--- config.mk ---
export PLATFORM = sky130hd
export DESIGN_NAME = iter_div_unit
export DESIGN_NICKNAME = d
export VERILOG_FILES = /design/src/rtl/iter_div_unit_pkg.sv /design/src/rtl/iter_div_unit_div_step.sv /design/src/rtl/iter_div_unit.sv
export SDC_FILE = /design/constraint.sdc
export NUM_CORES = 1
export LEC_CHECK = 0
export CAP_MARGIN = 20
export CELL_PAD_IN_SITES_DETAIL_PLACEMENT = 1
export CELL_PAD_IN_SITES_GLOBAL_PLACEMENT = 1
export CORE_MARGIN = 1
export CORE_UTILIZATION = 39
export CTS_BUF_LIST = sky130_fd_sc_hd__clkbuf_8
export CTS_CLUSTER_SIZE = 20
export DETAILED_ROUTE_END_ITERATION = 10
export PLACE_DENSITY = 0.76
export SYNTH_ARGS = -nofsm -noshare
export SYNTH_HDL_FRONTEND = slang
export SYNTH_SLANG_ARGS = --single-unit
--- constraint.sdc ---
create_clock -name clk -period 3.7 [get_ports clk]
set_input_delay 0.74 -clock clk [delete_from_list [all_inputs] [get_ports clk]]
set_output_delay 0.74 -clock clk [all_outputs]
set_load 0.1 [all_outputs]
--- src/rtl/iter_div_unit_pkg.sv ---
// rtl/iter_div_unit_pkg.sv - shared state encoding and div-op encoding for the EXE-stage divider
package iter_div_unit_pkg;

   localparam logic [1:0] ST_IDLE = 2'd0;
   localparam logic [1:0] ST_CALC = 2'd1;
   localparam logic [1:0] ST_DONE = 2'd2;

   // Decode hands the unit {signed, rem}; the same zip is kept for the latched op.
   typedef enum logic [1:0] {
      DIV_OP_DIVU = 2'b00,
      DIV_OP_MODU = 2'b01,
      DIV_OP_DIV  = 2'b10,
      DIV_OP_MOD  = 2'b11
   } div_op_e;

   function automatic div_op_e div_op_zip(input logic is_signed, input logic is_rem);
      return div_op_e'({is_signed, is_rem});
   endfunction

   function automatic logic op_is_signed(input div_op_e op);
      return op[1];
   endfunction

   function automatic logic op_is_rem(input div_op_e op);
      return op[0];
   endfunction

endpackage

--- src/rtl/iter_div_unit_div_step.sv ---
// rtl/iter_div_unit_div_step.sv - one restoring radix-2 shift/trial-subtract step
module iter_div_unit_div_step #(
   parameter int DATA_W = 32
) (
   input  logic [DATA_W:0]   rem,
   input  logic [DATA_W-1:0] quo,
   input  logic [DATA_W-1:0] divisor,
   output logic [DATA_W:0]   rem_next,
   output logic [DATA_W-1:0] quo_next
);

   logic [DATA_W+1:0] shifted;
   logic [DATA_W+1:0] diff;
   logic              neg;

   always_comb begin
      shifted  = {rem, quo[DATA_W-1]};
      diff     = {1'b0, shifted[DATA_W:0]} - {2'b00, divisor};
      // A set top bit means the shifted value already exceeds any divisor.
      neg      = diff[DATA_W+1] & ~shifted[DATA_W+1];
      rem_next = neg ? shifted[DATA_W:0] : diff[DATA_W:0];
      quo_next = {quo[DATA_W-2:0], ~neg};
   end

endmodule

--- src/rtl/iter_div_unit.sv ---
// rtl/iter_div_unit.sv - multi-cycle signed/unsigned DIV/MOD unit with valid/ready and flush
module iter_div_unit
   import iter_div_unit_pkg::*;
#(
   parameter int DATA_W     = 32,
   parameter int EARLY_ZERO = 1
) (
   input  logic              clk,
   input  logic              resetn,
   input  logic              flush,
   input  logic              in_valid,
   output logic              in_ready,
   input  logic              in_signed,
   input  logic              in_rem,
   input  logic [DATA_W-1:0] in_dividend,
   input  logic [DATA_W-1:0] in_divisor,
   output logic              out_valid,
   input  logic              out_ready,
   output logic [DATA_W-1:0] out_result,
   output logic              busy
);

   localparam int CNT_W = $clog2(DATA_W) + 1;

   logic [1:0]        state;
   div_op_e           op_q;
   logic              dvd_neg_q;
   logic              dsr_neg_q;
   logic              dsr_zero_q;
   logic [DATA_W:0]   rem_q;
   logic [DATA_W-1:0] quo_q;
   logic [DATA_W-1:0] dsr_q;
   logic [CNT_W-1:0]  count;

   logic              dvd_neg;
   logic              dsr_neg;
   logic              dsr_zero;
   logic [DATA_W-1:0] dvd_abs;
   logic [DATA_W-1:0] dsr_abs;
   logic [DATA_W:0]   step_rem;
   logic [DATA_W-1:0] step_quo;
   logic [DATA_W-1:0] quo_fix;
   logic [DATA_W-1:0] rem_fix;

   always_comb begin
      dvd_neg  = in_signed & in_dividend[DATA_W-1];
      dsr_neg  = in_signed & in_divisor[DATA_W-1];
      dsr_zero = (in_divisor == '0);
      dvd_abs  = dvd_neg ? (~in_dividend + 1'b1) : in_dividend;
      dsr_abs  = dsr_neg ? (~in_divisor + 1'b1) : in_divisor;
   end

   iter_div_unit_div_step #(
      .DATA_W (DATA_W)
   ) u_div_step (
      .rem      (rem_q),
      .quo      (quo_q),
      .divisor  (dsr_q),
      .rem_next (step_rem),
      .quo_next (step_quo)
   );

   always_ff @(posedge clk) begin
      if (!resetn) begin
         state      <= ST_IDLE;
         op_q       <= DIV_OP_DIVU;
         dvd_neg_q  <= 1'b0;
         dsr_neg_q  <= 1'b0;
         dsr_zero_q <= 1'b0;
         rem_q      <= '0;
         quo_q      <= '0;
         dsr_q      <= '0;
         count      <= '0;
      end else if (flush) begin
         state <= ST_IDLE;
      end else begin
         case (state)
            ST_IDLE: begin
               if (in_valid) begin
                  op_q       <= div_op_zip(in_signed, in_rem);
                  dvd_neg_q  <= dvd_neg;
                  dsr_neg_q  <= dsr_neg;
                  dsr_zero_q <= dsr_zero;
                  dsr_q      <= dsr_abs;
                  count      <= CNT_W'(DATA_W);
                  // Zero divisor shortcut: load what the full iteration would produce.
                  if ((EARLY_ZERO != 0) && dsr_zero) begin
                     rem_q <= {1'b0, dvd_abs};
                     quo_q <= '1;
                     state <= ST_DONE;
                  end else begin
                     rem_q <= '0;
                     quo_q <= dvd_abs;
                     state <= ST_CALC;
                  end
               end
            end
            ST_CALC: begin
               rem_q <= step_rem;
               quo_q <= step_quo;
               count <= count - 1'b1;
               if (count == CNT_W'(1)) begin
                  state <= ST_DONE;
               end
            end
            ST_DONE: begin
               if (out_ready) begin
                  state <= ST_IDLE;
               end
            end
            default: state <= ST_IDLE;
         endcase
      end
   end

   // Divide by zero keeps the all-ones quotient regardless of operand signs.
   always_comb begin
      quo_fix = (op_is_signed(op_q) && (dvd_neg_q ^ dsr_neg_q) && !dsr_zero_q)
                ? (~quo_q + 1'b1) : quo_q;
      rem_fix = dvd_neg_q ? (~rem_q[DATA_W-1:0] + 1'b1) : rem_q[DATA_W-1:0];
   end

   always_comb begin
      in_ready   = (state == ST_IDLE);
      busy       = (state != ST_IDLE);
      out_valid  = (state == ST_DONE);
      out_result = '0;
      if (state == ST_DONE) begin
         out_result = op_is_rem(op_q) ? rem_fix : quo_fix;
      end
   end

endmodule

# After elaboration in Yosys (flattened, before gate mapping)
# Cells that the tools add are included.
[totals]
regBits = 110
input_bits = 71
out_inout_bits = 35
elab_cells = 64
[classes]
addsub = 6
eq_ne = 6
n_mux = 20
n_bitwise = 12
reduce_logical = 11
[ops]
columns = ["op", "n"]
rows = [
  ["2-to-1 mux 32 bit", 9],
  ["adder 32 x 1 -> 32 bit, second input constant", 4],
  ["NOT 32 bit", 4],
  ["2-to-1 mux 33 bit", 2],
  ["case mux 33 bit (2 select lines)", 1],
  ["case mux 32 bit (2 select lines)", 1],
  ["subtractor 33 x 32 -> 34 bit", 1],
  ["logical NOT 32 bit", 1],
  ["case mux 6 bit (2 select lines)", 1],
  ["AND reduction 3 bit", 3],
  ["2-to-1 mux 2 bit", 4],
  ["equality test 6 x 1 -> 1 bit, second input constant", 1],
  ["2-to-1 mux 6 bit", 1],
  ["case mux 2 bit (3 select lines)", 1],
  ["subtractor 6 x 1 -> 6 bit, second input constant", 1],
  ["!= test 2 bit, second input constant", 2],
  ["NOT 1 bit", 4],
  ["nonzero test 2 bit", 2],
  ["bitwise AND 1 bit", 3],
  ["equality test 2 x 1 -> 1 bit, second input constant", 1],
  ["equality test 2 bit, second input constant", 1],
  ["logical AND 1 bit", 2],
  ["logical NOT 2 bit", 1],
  ["!= test 2 x 1 -> 1 bit, second input constant", 1],
  ["other kinds (3)", 3],
]

# Depth between registers and ports, before layout
[depth]
ltp_word = 6
ltp_mapped = 14
ltp_nobuf = 12

# Hierarchy
# From an unflattened synthesis, not the netlist that was laid out.
[unflattened]
cells_unflattened = 1356
area_unflattened_um2 = 10262.3
[by_module_without_submodules]
columns = ["mod", "n_inst", "cells_per_inst", "area_per_inst_um2"]
rows = [
  ["iter_div_unit", 1, 978, 7593.5],
  ["iter_div_unit_div_step", 1, 378, 2668.8],
]

# Worst setup path before layout
# Ideal clock, no wire load.
[synth_timing]
path_kind = "register -> output"
from = "register rem_q[6]"
to = "output port out_result[29]"
arrival_time_ps = 5231
path_slack_ps = -2271
stages_incl_launch_ff = 10
path_buffers = 0
cell_sequence = "dfxtp_1 -> or4_4 -> or3_4 -> or3_4 -> or2_1 -> or3_1 -> or4_4 -> o41ai_4 -> xor2_1 -> a211oi_1"
[synth_via]
elab_chain_len = 5
[synth_rtl]
columns = ["element", "line_no", "text"]
rows = [
  ["start: declaration", "iter_div_unit.sv:30", "logic [DATA_W:0] rem_q;"],
  ["start signal: assignment", "iter_div_unit.sv:88", "rem_q <= {1'b0, dvd_abs};"],
  ["start signal: assignment", "iter_div_unit.sv:99", "rem_q <= step_rem;"],
  ["NOT 32 bit", "iter_div_unit.sv:120", "rem_fix = dvd_neg_q ? (~rem_q[DATA_W-1:0] + 1'b1) : rem_q[DATA_W-1:0];"],
  ["adder 32 x 1 -> 32 bit", "iter_div_unit.sv:120", ""],
  ["2-to-1 mux 32 bit", "iter_div_unit.sv:120", ""],
  ["2-to-1 mux 32 bit", "iter_div_unit.sv:129", "out_result = op_is_rem(op_q) ? rem_fix : quo_fix;"],
  ["2-to-1 mux 32 bit", "iter_div_unit.sv:128", "if (state == ST_DONE) begin"],
  ["end: declaration", "iter_div_unit.sv:19", "output logic [DATA_W-1:0] out_result,"],
]
# Every way passes these cells.

# Worst setup path after layout
[layout_timing]
from = "register rem_q[6]"
to = "output port out_result[31]"
# The elaborated chain is that of the path after synthesis.

==> impl_metrics.py <==
metrics = {
    "sta": {
        "clock.fmax_ghz": 0.210,
        "fin_crit_sh": 1.29,
        "hold_viol": 0,
        "finClkSkew_ps": 22.8,
        "setup_viol": 19,
        "maxSlewHeadroom": 0.469,
        "fin_ws_ps": -1060,
        "whs_ps": 486,
        "tightest_slew_ps": 792,
        "slew_violations": 0,
        "fin_crit_ps": 4760,
        "rsz0062_at_grt": "yes",
    },
    "final_layout": {
        "multiInputGateArea_sq_um": 7570,
        "regArea_sq_um": 2200,
        "syn_to_final_growth_pct": 32.0,
        "nFillCells": 2960,
        "drive_gt1_frac": 0.176,
        "final_util": 0.526,
        "nets": 1567,
    },
    "setup_path": {
        "startpoint": "rem_q[6]",
        "critPathKind": "flop to output port",
        "crit_chain": "or4_4, or3_4, or3_4, or2_4, or3_4, or4_4, o31ai_4, xor2_1, a211oi_4, buf_12",
        "cp.arrival_ps": 4020,
        "r2r-end": "rem_q[30]",
        "crit_required_ps": 2960,
        "slowest_delay_ps": 530,
        "rr_startpoint": "quo_q[31]",
        "cp_slowest_cell": "or4_4",
        "reg2reg_depth": 12,
        "r2r_slack_ps": 190,
        "end_kind": "output port",
        "path_common_cell": "or3_4",
        "path_max_fanout": 3,
        "cp-start-kind": "flop",
    },
    "power": {
        "peakVddDrop_mv": 0.199,
        "leakage_nw": 5.04,
        "total_power_mw": 4.11,
        "p_per_area_nw_per_um2": 321,
    },
    "logic_synthesis": {
        "synth_edf_count": 0,
        "synthDominantCellAreaShare": 0.227,
        "syn_nets": 1432,
        "synth-seq-area-share": 0.227,
        "synth_cells": 1322,
        "synthFlopType": "dfxtp_1",
        "async_flop_share": 0,
        "yosys_warnings": 0,
        "ys_seq_elements": 110,
        "synth.largest_area_cell": "dfxtp_1",
        "synth_cell_types": 63,
        "syn_area_sq_um": 9690,
        "yosys-top-cells-area": "dfxtp_1, xor2_1, nand2_1",
        "syn_avg_cell_area_sq_um": 7.33,
    },
    "clock_network": {
        "clock_sinks": 110,
        "clkLatencyLatePin_ps": 420,
        "root_buffer": "clkbuf_8",
        "cts_buffers": 9,
        "h-tree-depth": 3,
        "cts_tree": "done",
        "path_clk_slew_ps": 120,
        "clock_path_buffers": 2,
    },
    "route": {
        "first_pass_iters": 5,
        "wl_met1_microns": 17400,
        "drtIter0Drc": 778,
        "routed.top_layer": "met4",
        "wl_met3_microns": 2210,
        "antenna_left": 0,
        "wirelength_microns": 37100,
        "vias": 10600,
        "wl_per_cell_microns": 20.8,
        "wl_met2_microns": 16800,
        "viasPerCell": 5.93,
        "drc": 0,
    },
    "status": {
        "outcome": "finished with violations",
        "violations": "setup timing",
    },
    "place": {
        "io_buffers": 105,
        "dpl.hpwl_microns": 26500,
        "place_congestion": 0.864,
    },
    "floorplanning": {
        "die-area_sq_um": 25500,
        "fp.dieH_microns": 160,
        "row_count": 57,
        "core_sq_um": 24300,
        "start_util": 0.398,
        "die_width_microns": 160,
        "io_pins": 106,
    },
    "global_routing": {
        "grt_pass1_wl_microns": 56700,
        "grt_max_degree": 81,
        "antenna_found_initial": 0,
        "grt_pass1_vias": 10310,
        "grt-ovfl-total": 0,
        "grt_util_all_layers": 0.275,
    },
    "hold_path": {
        "holdPathEnd": "dsr_q[31]",
        "hp-class": "flop to flop",
        "hold_start": "dsr_q[31]",
        "hold_depth": 2,
    },
    "job": {
        "drv_cap": 0,
    },
}
-- area by class of cell --
cell class                 count  share of cell area
tap                          324              0.0317
clock buffer                  10              0.0108
clock inverter                 6             0.00294
multi-input combinational   1068               0.592
antenna                        1            0.000196
timing repair buffer         209               0.173
inverter                      59              0.0173
sequential                   110               0.172
-- where the power goes --
group          switching [mW]  total (mW)  internal [mW]
clock                   0.483       0.746          0.262
sequential             0.0980        1.37           1.27
combinational            1.15        1.99          0.843
total                    1.73        4.11           2.38
-- metal layers --
metal,GRT usage,up-vias
met2,0.439,373
met3,0.0320,52
met5,0,-
li1,-,5006
met1,0.391,5169
met4,0.0695,0
-- cell usage in the layout (no fill, tap or decap), drive strengths merged, types with 3 or more instances in the layout --
| cell type | n |
|---|---|
| nand2 | 159 |
| buf | 140 |
| dfxtp | 110 |
| a21oi | 109 |
| nor2 | 105 |
| o21ai | 89 |
| xor2 | 88 |
| clkdlybuf4s50 | 69 |
| inv | 61 |
| xnor2 | 56 |
| a21boi | 40 |
| ha | 38 |
| a211oi | 33 |
| nor3 | 31 |
| o211a | 30 |
| o221ai | 28 |
| o31ai | 24 |
| a31oi | 21 |
| nand3 | 19 |
| or3 | 17 |
| a21o | 15 |
| nor2b | 15 |
| or4 | 15 |
| mux2 | 14 |
| mux2i | 13 |
| nand2b | 13 |
| nor4 | 13 |
| clkbuf | 10 |
| o211ai | 9 |
| and2 | 9 |
| o41ai | 9 |
| o21a | 8 |
| nand4 | 7 |
| and3 | 6 |
| o22ai | 5 |
| a22oi | 3 |
-- cells in the mapped netlist, types with 3 or more instances --
master / instances
mux2i_1: 13
inv_1: 59
nor2_1: 105
a31oi_1: 21
and3_1: 6
dfxtp_1: 110
nand3_1: 19
buf_1: 3
o211ai_1: 9
o31ai_1: 23
a21boi_0: 40
xor2_1: 88
nand2_1: 159
o221ai_1: 28
clkbuf_1: 81
ha_1: 38
a21oi_1: 109
nand2b_1: 13
o21a_1: 8
nor4_1: 13
or4_1: 13
o211a_1: 30
nor2b_1: 15
or3_1: 15
nor3_1: 31
a21o_1: 15
and2_1: 8
o21ai_0: 87
o41ai_1: 8
o22ai_1: 5
mux2_2: 14
xnor2_1: 56
nand4_1: 7
a211oi_1: 33
a22oi_1: 3
-- kinds of logic (layout without fill, tap and decap cells) --
family	Yosys count	after routing	share of synthesized area
buffers and inverters	144	284	0.0559
flip-flops	110	110	0.227
AO/OA/AOI/OAI	438	438	0.303
adder cells (fa/ha/maj)	39	39	0.0512
multiplexers	27	27	0.0297
other	0	1	0
XOR/XNOR	144	144	0.130
AND/OR/NAND/NOR	420	420	0.202
-- timing repair --
item,CTS,global route
resized for setup,46,24
buffers inserted,7,8
hold buffers,0,0
setup endpoints to repair,16,20
pin swaps,32,31
-- flip-flops by register name (all words and copies together), names as in the netlist --
signal / flops
count: 6
dsr_neg_q: 1
dsr_q: 32
dsr_zero_q: 1
dvd_neg_q: 1
op_q: 2
quo_q: 32
rem_q: 33
state: 2
-- stage by stage --
stage,worst slack [ps],instances,TNS [ps],instance area [sq um]
detailed placement,-532,1757,-3140,12200
CTS,-986,1780,-7170,12600
global route,-1120,1786,-10950,12800
floorplan,-917,1322,-3100,9950
global placement,-483,1757,-1490,12200
finish,-1060,1787,-9860,12800
-- critical path, delay by kind of cell (launching register included) --
family	cells	cell delay [ps]
AOI/OAI and AO/OA	2	530
xor gates and xnor gates	1	150
buffers and inverters	1	210
DFF	1	340
and+or+nand+nor	6	2360
-- how the worst max path moves through the flow --
stage / slack (ps) / end / cells after the start
2_1_floorplan: -920 / out_result[29] / 9
3_3_place_gp: -480 / out_result[29] / 10
3_5_place_dp: -530 / out_result[29] / 10
4_1_cts: -990 / out_result[29] / 10
5_1_grt: -1120 / out_result[29] / 10
6_report: -1060 / out_result[31] / 10
No activity file was read; power rests on OpenSTA's default activity.
